File: src/rtl/estagio_busca.sv
// Instruction fetch stage: drives the PC to instruction memory and registers
// the fetched word into IF/ID, honouring stall, redirect and address-error conditions.
module estagio_busca #(
    parameter int          TAMANHO_MEM = 32,
    parameter logic [31:0] PC_INICIAL  = 32'd0,
    parameter logic [31:0] INSTR_BOLHA = 32'h00000000
) (
    input  logic        clock,
    input  logic        reset_n,
    output logic [31:0] endereco,
    input  logic [31:0] instrucao,
    input  logic        parar,
    input  logic        desviar,
    input  logic [31:0] endereco_desvio,
    output logic [31:0] if_id_instrucao,
    output logic [31:0] if_id_pc,
    output logic        if_id_valido,
    output logic        erro_endereco,
    output logic [31:0] contador_busca
);

    typedef enum logic [1:0] {INICIO, BUSCA, ESPERA, ERRO} estado_t;

    localparam logic [31:0] LIMITE = 32'(TAMANHO_MEM);

    estado_t     estado_q, estado_d;
    logic [31:0] pc_q, pc_d;
    logic [31:0] instr_q, instr_d;
    logic [31:0] ifpc_q, ifpc_d;
    logic        valido_q, valido_d;
    logic        erro_q, erro_d;
    logic [31:0] cont_q, cont_d;
    logic [31:0] pc_mais_um;

    function automatic logic em_faixa(input logic [31:0] a);
        return a < LIMITE;
    endfunction

    assign pc_mais_um = pc_q + 32'd1;

    always_comb begin
        estado_d = estado_q;
        pc_d     = pc_q;
        instr_d  = instr_q;
        ifpc_d   = ifpc_q;
        valido_d = valido_q;
        erro_d   = erro_q;
        cont_d   = cont_q;

        // A redirect overrides stall and sequential fetch in every state.
        if (desviar) begin
            pc_d     = endereco_desvio;
            valido_d = 1'b0;
            instr_d  = INSTR_BOLHA;
            if (em_faixa(endereco_desvio)) begin
                estado_d = BUSCA;
                erro_d   = 1'b0;
            end else begin
                estado_d = ERRO;
                erro_d   = 1'b1;
            end
        end else begin
            case (estado_q)
                INICIO: begin
                    if (em_faixa(pc_q)) begin
                        estado_d = BUSCA;
                    end else begin
                        estado_d = ERRO;
                        erro_d   = 1'b1;
                    end
                end
                BUSCA, ESPERA: begin
                    if (parar) begin
                        estado_d = ESPERA;
                    end else begin
                        // Leaving ESPERA fetches immediately, so the held PC is neither skipped nor repeated.
                        instr_d  = instrucao;
                        ifpc_d   = pc_mais_um;
                        valido_d = 1'b1;
                        pc_d     = pc_mais_um;
                        cont_d   = cont_q + 32'd1;
                        if (em_faixa(pc_mais_um)) begin
                            estado_d = BUSCA;
                        end else begin
                            estado_d = ERRO;
                            erro_d   = 1'b1;
                        end
                    end
                end
                ERRO: begin
                    valido_d = 1'b0;
                    instr_d  = INSTR_BOLHA;
                    erro_d   = 1'b1;
                end
                default: begin
                    estado_d = INICIO;
                end
            endcase
        end
    end

    always_ff @(posedge clock or negedge reset_n) begin
        if (!reset_n) begin
            estado_q <= INICIO;
            pc_q     <= PC_INICIAL;
            instr_q  <= INSTR_BOLHA;
            ifpc_q   <= 32'd0;
            valido_q <= 1'b0;
            erro_q   <= 1'b0;
            cont_q   <= 32'd0;
        end else begin
            estado_q <= estado_d;
            pc_q     <= pc_d;
            instr_q  <= instr_d;
            ifpc_q   <= ifpc_d;
            valido_q <= valido_d;
            erro_q   <= erro_d;
            cont_q   <= cont_d;
        end
    end

    assign endereco        = pc_q;
    assign if_id_instrucao = instr_q;
    assign if_id_pc        = ifpc_q;
    assign if_id_valido    = valido_q;
    assign erro_endereco   = erro_q;
    assign contador_busca  = cont_q;

endmodule

File: config.mk
export PLATFORM = sky130hd
export DESIGN_NAME = estagio_busca
export DESIGN_NICKNAME = d
export VERILOG_FILES = /design/src/rtl/estagio_busca.sv
export SDC_FILE = /design/constraint.sdc
export NUM_CORES = 1
export LEC_CHECK = 0
export ABC_AREA = 1
export BUFFER_PORTS_ARGS = -buffer_cell sky130_fd_sc_hd__buf_2
export CAP_MARGIN = 30
export CORE_ASPECT_RATIO = 1.5
export CORE_MARGIN = 2
export CORE_UTILIZATION = 30
export CTS_BUF_LIST = sky130_fd_sc_hd__clkbuf_16
export DETAILED_ROUTE_END_ITERATION = 10
export PLACE_DENSITY = 0.52
export SLEW_MARGIN = 20
export SYNTH_ARGS = -nofsm -noshare
export SYNTH_HDL_FRONTEND = slang
export SYNTH_SLANG_ARGS = --single-unit
File: constraint.sdc
create_clock -name clock -period 4.9 [get_ports clock]
set_input_delay 0.49 -clock clock [delete_from_list [all_inputs] [get_ports clock]]
set_output_delay 0.49 -clock clock [all_outputs]
set_load 0.005 [all_outputs]
==> metrics.txt <==
# TYPE chip_impl_metric gauge
chip_impl_metric{name="worst_setup_skew_after_layout",unit="ns"} 0.00959
chip_impl_metric{name="clkSlewWorstSetupHoldPaths",unit="ns"} 0.07
chip_impl_metric{name="floorplan.initialDensity",unit="%"} 30.6
chip_impl_metric{name="gp_congestion",unit=""} 0.888
chip_impl_metric{name="maxSlewViolCount",unit=""} 0
chip_impl_info{name="worstSetupPathType",value="reg -> reg"} 1
chip_impl_info{name="run_status",value="complete, no violations"} 1
chip_impl_metric{name="wire_per_inst",unit="um"} 16.0
chip_impl_metric{name="synth_area",unit="um2"} 6850
chip_impl_metric{name="area_delta_synth_final",unit="%"} 27.9
chip_impl_metric{name="postRouteWirelength",unit="um"} 21700
chip_impl_metric{name="drv.max_cap_violation_count",unit=""} 0
chip_impl_metric{name="syn-mean-instance-area",unit="um2"} 7.92
chip_impl_metric{name="hpwlAfterDp",unit="um"} 16600
chip_impl_metric{name="antenna-diode-count",unit=""} 0
chip_impl_metric{name="syn_inst",unit=""} 865
chip_impl_metric{name="slew_headroom",unit="%"} 54.5
chip_impl_metric{name="die_y",unit="um"} 189
chip_impl_info{name="rsz0062_at_grt",value="false"} 1
chip_impl_metric{name="mappedNetlistNets",unit=""} 937
chip_impl_metric{name="path_max_fanout",unit=""} 40
chip_impl_metric{name="place_area",unit="um2"} 8140
chip_impl_metric{name="avgViaCountPerCell",unit=""} 4.69
chip_impl_metric{name="pwr_density",unit="nW/um2"} 457
chip_impl_metric{name="final_period_minus_worst_setup_slack",unit="ns"} 2.49
chip_impl_metric{name="placeableCoreArea",unit="um2"} 22400
chip_impl_metric{name="setup-violations-final",unit=""} 0
chip_impl_metric{name="post-route-drc-count",unit=""} 0
chip_impl_metric{name="num_cts_buffers",unit=""} 17
chip_impl_metric{name="static-leakage-power",unit="uW"} 0.00475
chip_impl_metric{name="cts_buffer_depth",unit=""} 2
chip_impl_info{name="cts_tree",value="built"} 1
chip_impl_metric{name="largest_net_degree_at_the_start_of_global_routing",unit=""} 99
chip_impl_metric{name="timing_worst_slew_pin_value",unit="ns"} 0.681
chip_impl_metric{name="vdd_drop_max",unit="uV"} 253
chip_impl_metric{name="synth-seq-area-share",unit="%"} 48.2
chip_impl_metric{name="synth-seq-cells",unit=""} 132
chip_impl_metric{name="final.period_utilization",unit="%"} 50.9
chip_impl_metric{name="ant_nets",unit=""} 0
chip_impl_metric{name="finish.instance_area",unit="um2"} 8760
chip_impl_metric{name="grt_pass1_wl",unit="um"} 34400
chip_impl_metric{name="n_fill_cell",unit=""} 2340
chip_impl_metric{name="regArea",unit="um2"} 3300
chip_impl_info{name="worstSetupStartpointType",value="register"} 1
chip_impl_info{name="cts_root_buffer",value="sky130_fd_sc_hd__clkbuf_16"} 1
chip_impl_metric{name="area_of_the_die",unit="um2"} 24100
chip_impl_metric{name="core.rowCount",unit=""} 67
chip_impl_metric{name="postLayoutSetupSlackWorst",unit="ns"} 2.41
chip_impl_metric{name="postCtsResizedCells",unit=""} 0
chip_impl_metric{name="routed_via_count",unit=""} 6368
chip_impl_metric{name="arrival",unit="ns"} 2.81
chip_impl_info{name="min_path_type",value="in -> reg"} 1
chip_impl_metric{name="p_total",unit="uW"} 4010
chip_impl_metric{name="clk_latency",unit="ns"} 0.43
chip_impl_metric{name="num_io_pins",unit=""} 198
chip_impl_metric{name="htreeDepth",unit=""} 4
chip_impl_metric{name="global_route.overflow_total",unit=""} 0
chip_impl_metric{name="critPathRequiredTime",unit="ns"} 5.22
chip_impl_metric{name="number_of_distinct_library_cells_after_synthesis",unit=""} 35
chip_impl_metric{name="synth-warning-count",unit=""} 0
chip_impl_metric{name="post-place-ws",unit="ns"} 2.30
chip_impl_metric{name="final_nets",unit=""} 1140
chip_impl_metric{name="total_clock_sinks",unit=""} 132
chip_impl_metric{name="multi_input_area",unit="um2"} 3010
chip_impl_metric{name="grtUsageTotal",unit="%"} 18.4
chip_impl_metric{name="drt-pass1-iter-count",unit=""} 4
chip_impl_metric{name="finalHoldViolations",unit=""} 0
chip_impl_info{name="setup.worst_path.end_class",value="register"} 1
chip_impl_metric{name="io_buffers",unit=""} 197
chip_impl_metric{name="drtIter0Drc",unit=""} 447
chip_impl_metric{name="final_setup_tns",unit="ns"} 0
chip_impl_metric{name="grt_antenna_before_repair",unit=""} 0
chip_impl_metric{name="die_width",unit="um"} 127
chip_impl_metric{name="timing_limited_maximum_frequency",unit="MHz"} 401
chip_impl_metric{name="drive_gt1_share",unit="%"} 25.7
chip_impl_metric{name="first_global_vias",unit=""} 6392
==> synth_stat cells, drive strengths merged <==
cell / n / area (um2)
nand2: 295 / 1160
dfrtp: 132 / 3300
inv: 121 / 454
nor2: 85 / 458
nand3: 49 / 260
o21ai: 46 / 230
nand4: 20 / 125
xor2: 18 / 158
clkbuf: 17 / 63.8
o221ai: 17 / 149
nor3: 15 / 85.1
xnor2: 13 / 114
o211ai: 11 / 82.6
nor4: 10 / 83.8
ha: 4 / 50.1
a21oi: 3 / 15.0
buf: 3 / 26.3
or2: 2 / 12.5
a31oi: 1 / 6.26
and3: 1 / 6.26
clkinv: 1 / 3.75
o21bai: 1 / 7.51
==> cell type report <==
class	instances	area share, %
multi-input combinational	591	34.3
clock buffer	17	4.86
tap	276	3.94
inverter	122	5.23
clock inverter	15	1.80
sequential	132	37.7
timing repair buffer	204	12.2
==> through the flow <==
stage          util (%)  hold WS (ns)  cells
2_1_floorplan         -         0.194    865
3_3_place_gp       36.4         0.453   1323
3_5_place_dp       36.4         0.461   1323
4_1_cts            39.0         0.206   1355
5_1_grt            39.1         0.296   1357
6_report           39.1         0.301   1357
==> routing by layer <==
| metal | routed length, um | share of wire [%] | vias to the layer above | track usage (%) |
|---|---|---|---|---|
| met5 | 0 | 0 | - | 0 |
| li1 | - | - | 3168 | - |
| met1 | 8620 | 40 | 2975 | 21.3 |
| met2 | 11000 | 51 | 180 | 31.5 |
| met4 | 828 | 3.8 | 0 | 9.17 |
| met3 | 1250 | 5.8 | 45 | 4.32 |
==> worst paths after layout <==
kind,start,end,slack [ns],cells past startpoint
max reg2reg,estado_q[0],contador_busca[31],2.41,12
max in group asynchronous,reset_n,if_id_instrucao[9],3.69,3
min,endereco_desvio[4],endereco[4],0.30,3
min in group asynchronous,reset_n,if_id_pc[17],0.48,2
min reg2reg,erro_endereco,erro_endereco,0.47,2
max,estado_q[0],contador_busca[31],2.41,12
==> cells by family after synthesis <==
| logic type | after synthesis | synth area share (%) |
|---|---|---|
| flops | 132 | 48.2 |
| xor+xnor | 31 | 3.96 |
| simple gates | 477 | 32.0 |
| compound gates | 79 | 7.16 |
| buf+inv | 142 | 8.00 |
| fa+ha+maj | 4 | 0.730 |
==> cell usage in the layout (no fill, tap or decap), types with 4 or more instances in the layout <==
cell	synthesis	final
sky130_fd_sc_hd__nor2_4	9	9
sky130_fd_sc_hd__dfrtp_1	132	132
sky130_fd_sc_hd__buf_2	0	196
sky130_fd_sc_hd__nand2_1	284	284
sky130_fd_sc_hd__nand4_1	20	20
sky130_fd_sc_hd__ha_1	4	4
sky130_fd_sc_hd__nor4_1	8	8
sky130_fd_sc_hd__xnor2_1	13	13
sky130_fd_sc_hd__clkinv_4	0	5
sky130_fd_sc_hd__nand2_2	8	8
sky130_fd_sc_hd__o21ai_0	42	42
sky130_fd_sc_hd__xor2_1	18	18
sky130_fd_sc_hd__inv_1	118	120
sky130_fd_sc_hd__nor2_1	64	64
sky130_fd_sc_hd__buf_4	0	5
sky130_fd_sc_hd__clkbuf_16	0	17
sky130_fd_sc_hd__nor3_1	13	13
sky130_fd_sc_hd__nand3_1	46	46
sky130_fd_sc_hd__o221ai_1	17	17
sky130_fd_sc_hd__nor2_2	9	9
sky130_fd_sc_hd__o211ai_1	11	11
==> worst max-delay path, stage by stage, from the launching register on <==
cell and delay, ns:
sky130_fd_sc_hd__dfrtp_1 0.36, sky130_fd_sc_hd__inv_1 0.06, sky130_fd_sc_hd__ha_1 0.32, sky130_fd_sc_hd__inv_2 0.07, sky130_fd_sc_hd__nor2_8 0.10, sky130_fd_sc_hd__nand2_4 0.29, sky130_fd_sc_hd__nor2_4 0.21, sky130_fd_sc_hd__nand3_2 0.12
sky130_fd_sc_hd__nor2_4 0.15, sky130_fd_sc_hd__nand2_2 0.10, sky130_fd_sc_hd__nor4_4 0.28, sky130_fd_sc_hd__nand4_1 0.17, sky130_fd_sc_hd__xnor2_1 0.16
==> state kept, by name, indices dropped and copies added, names as in the netlist <==
name and flops:
contador_busca 32, estado_q 2, if_id_instrucao 32, endereco 32, erro_endereco 1, if_id_valido 1
if_id_pc 32
==> power by group <==
part,total [uW],switching (uW),internal [uW]
clock network,1270,520,752
registers,1590,241,1350
logic,1150,708,438
==> timing repair <==
action | in CTS | in global routing
endpoints found under the hold margin | 0 | 20
setup buffers | 0 | 0
hold buffers | 0 | 1
setup endpoints to repair | 0 | 0
(Power assumes the default switching activity.)
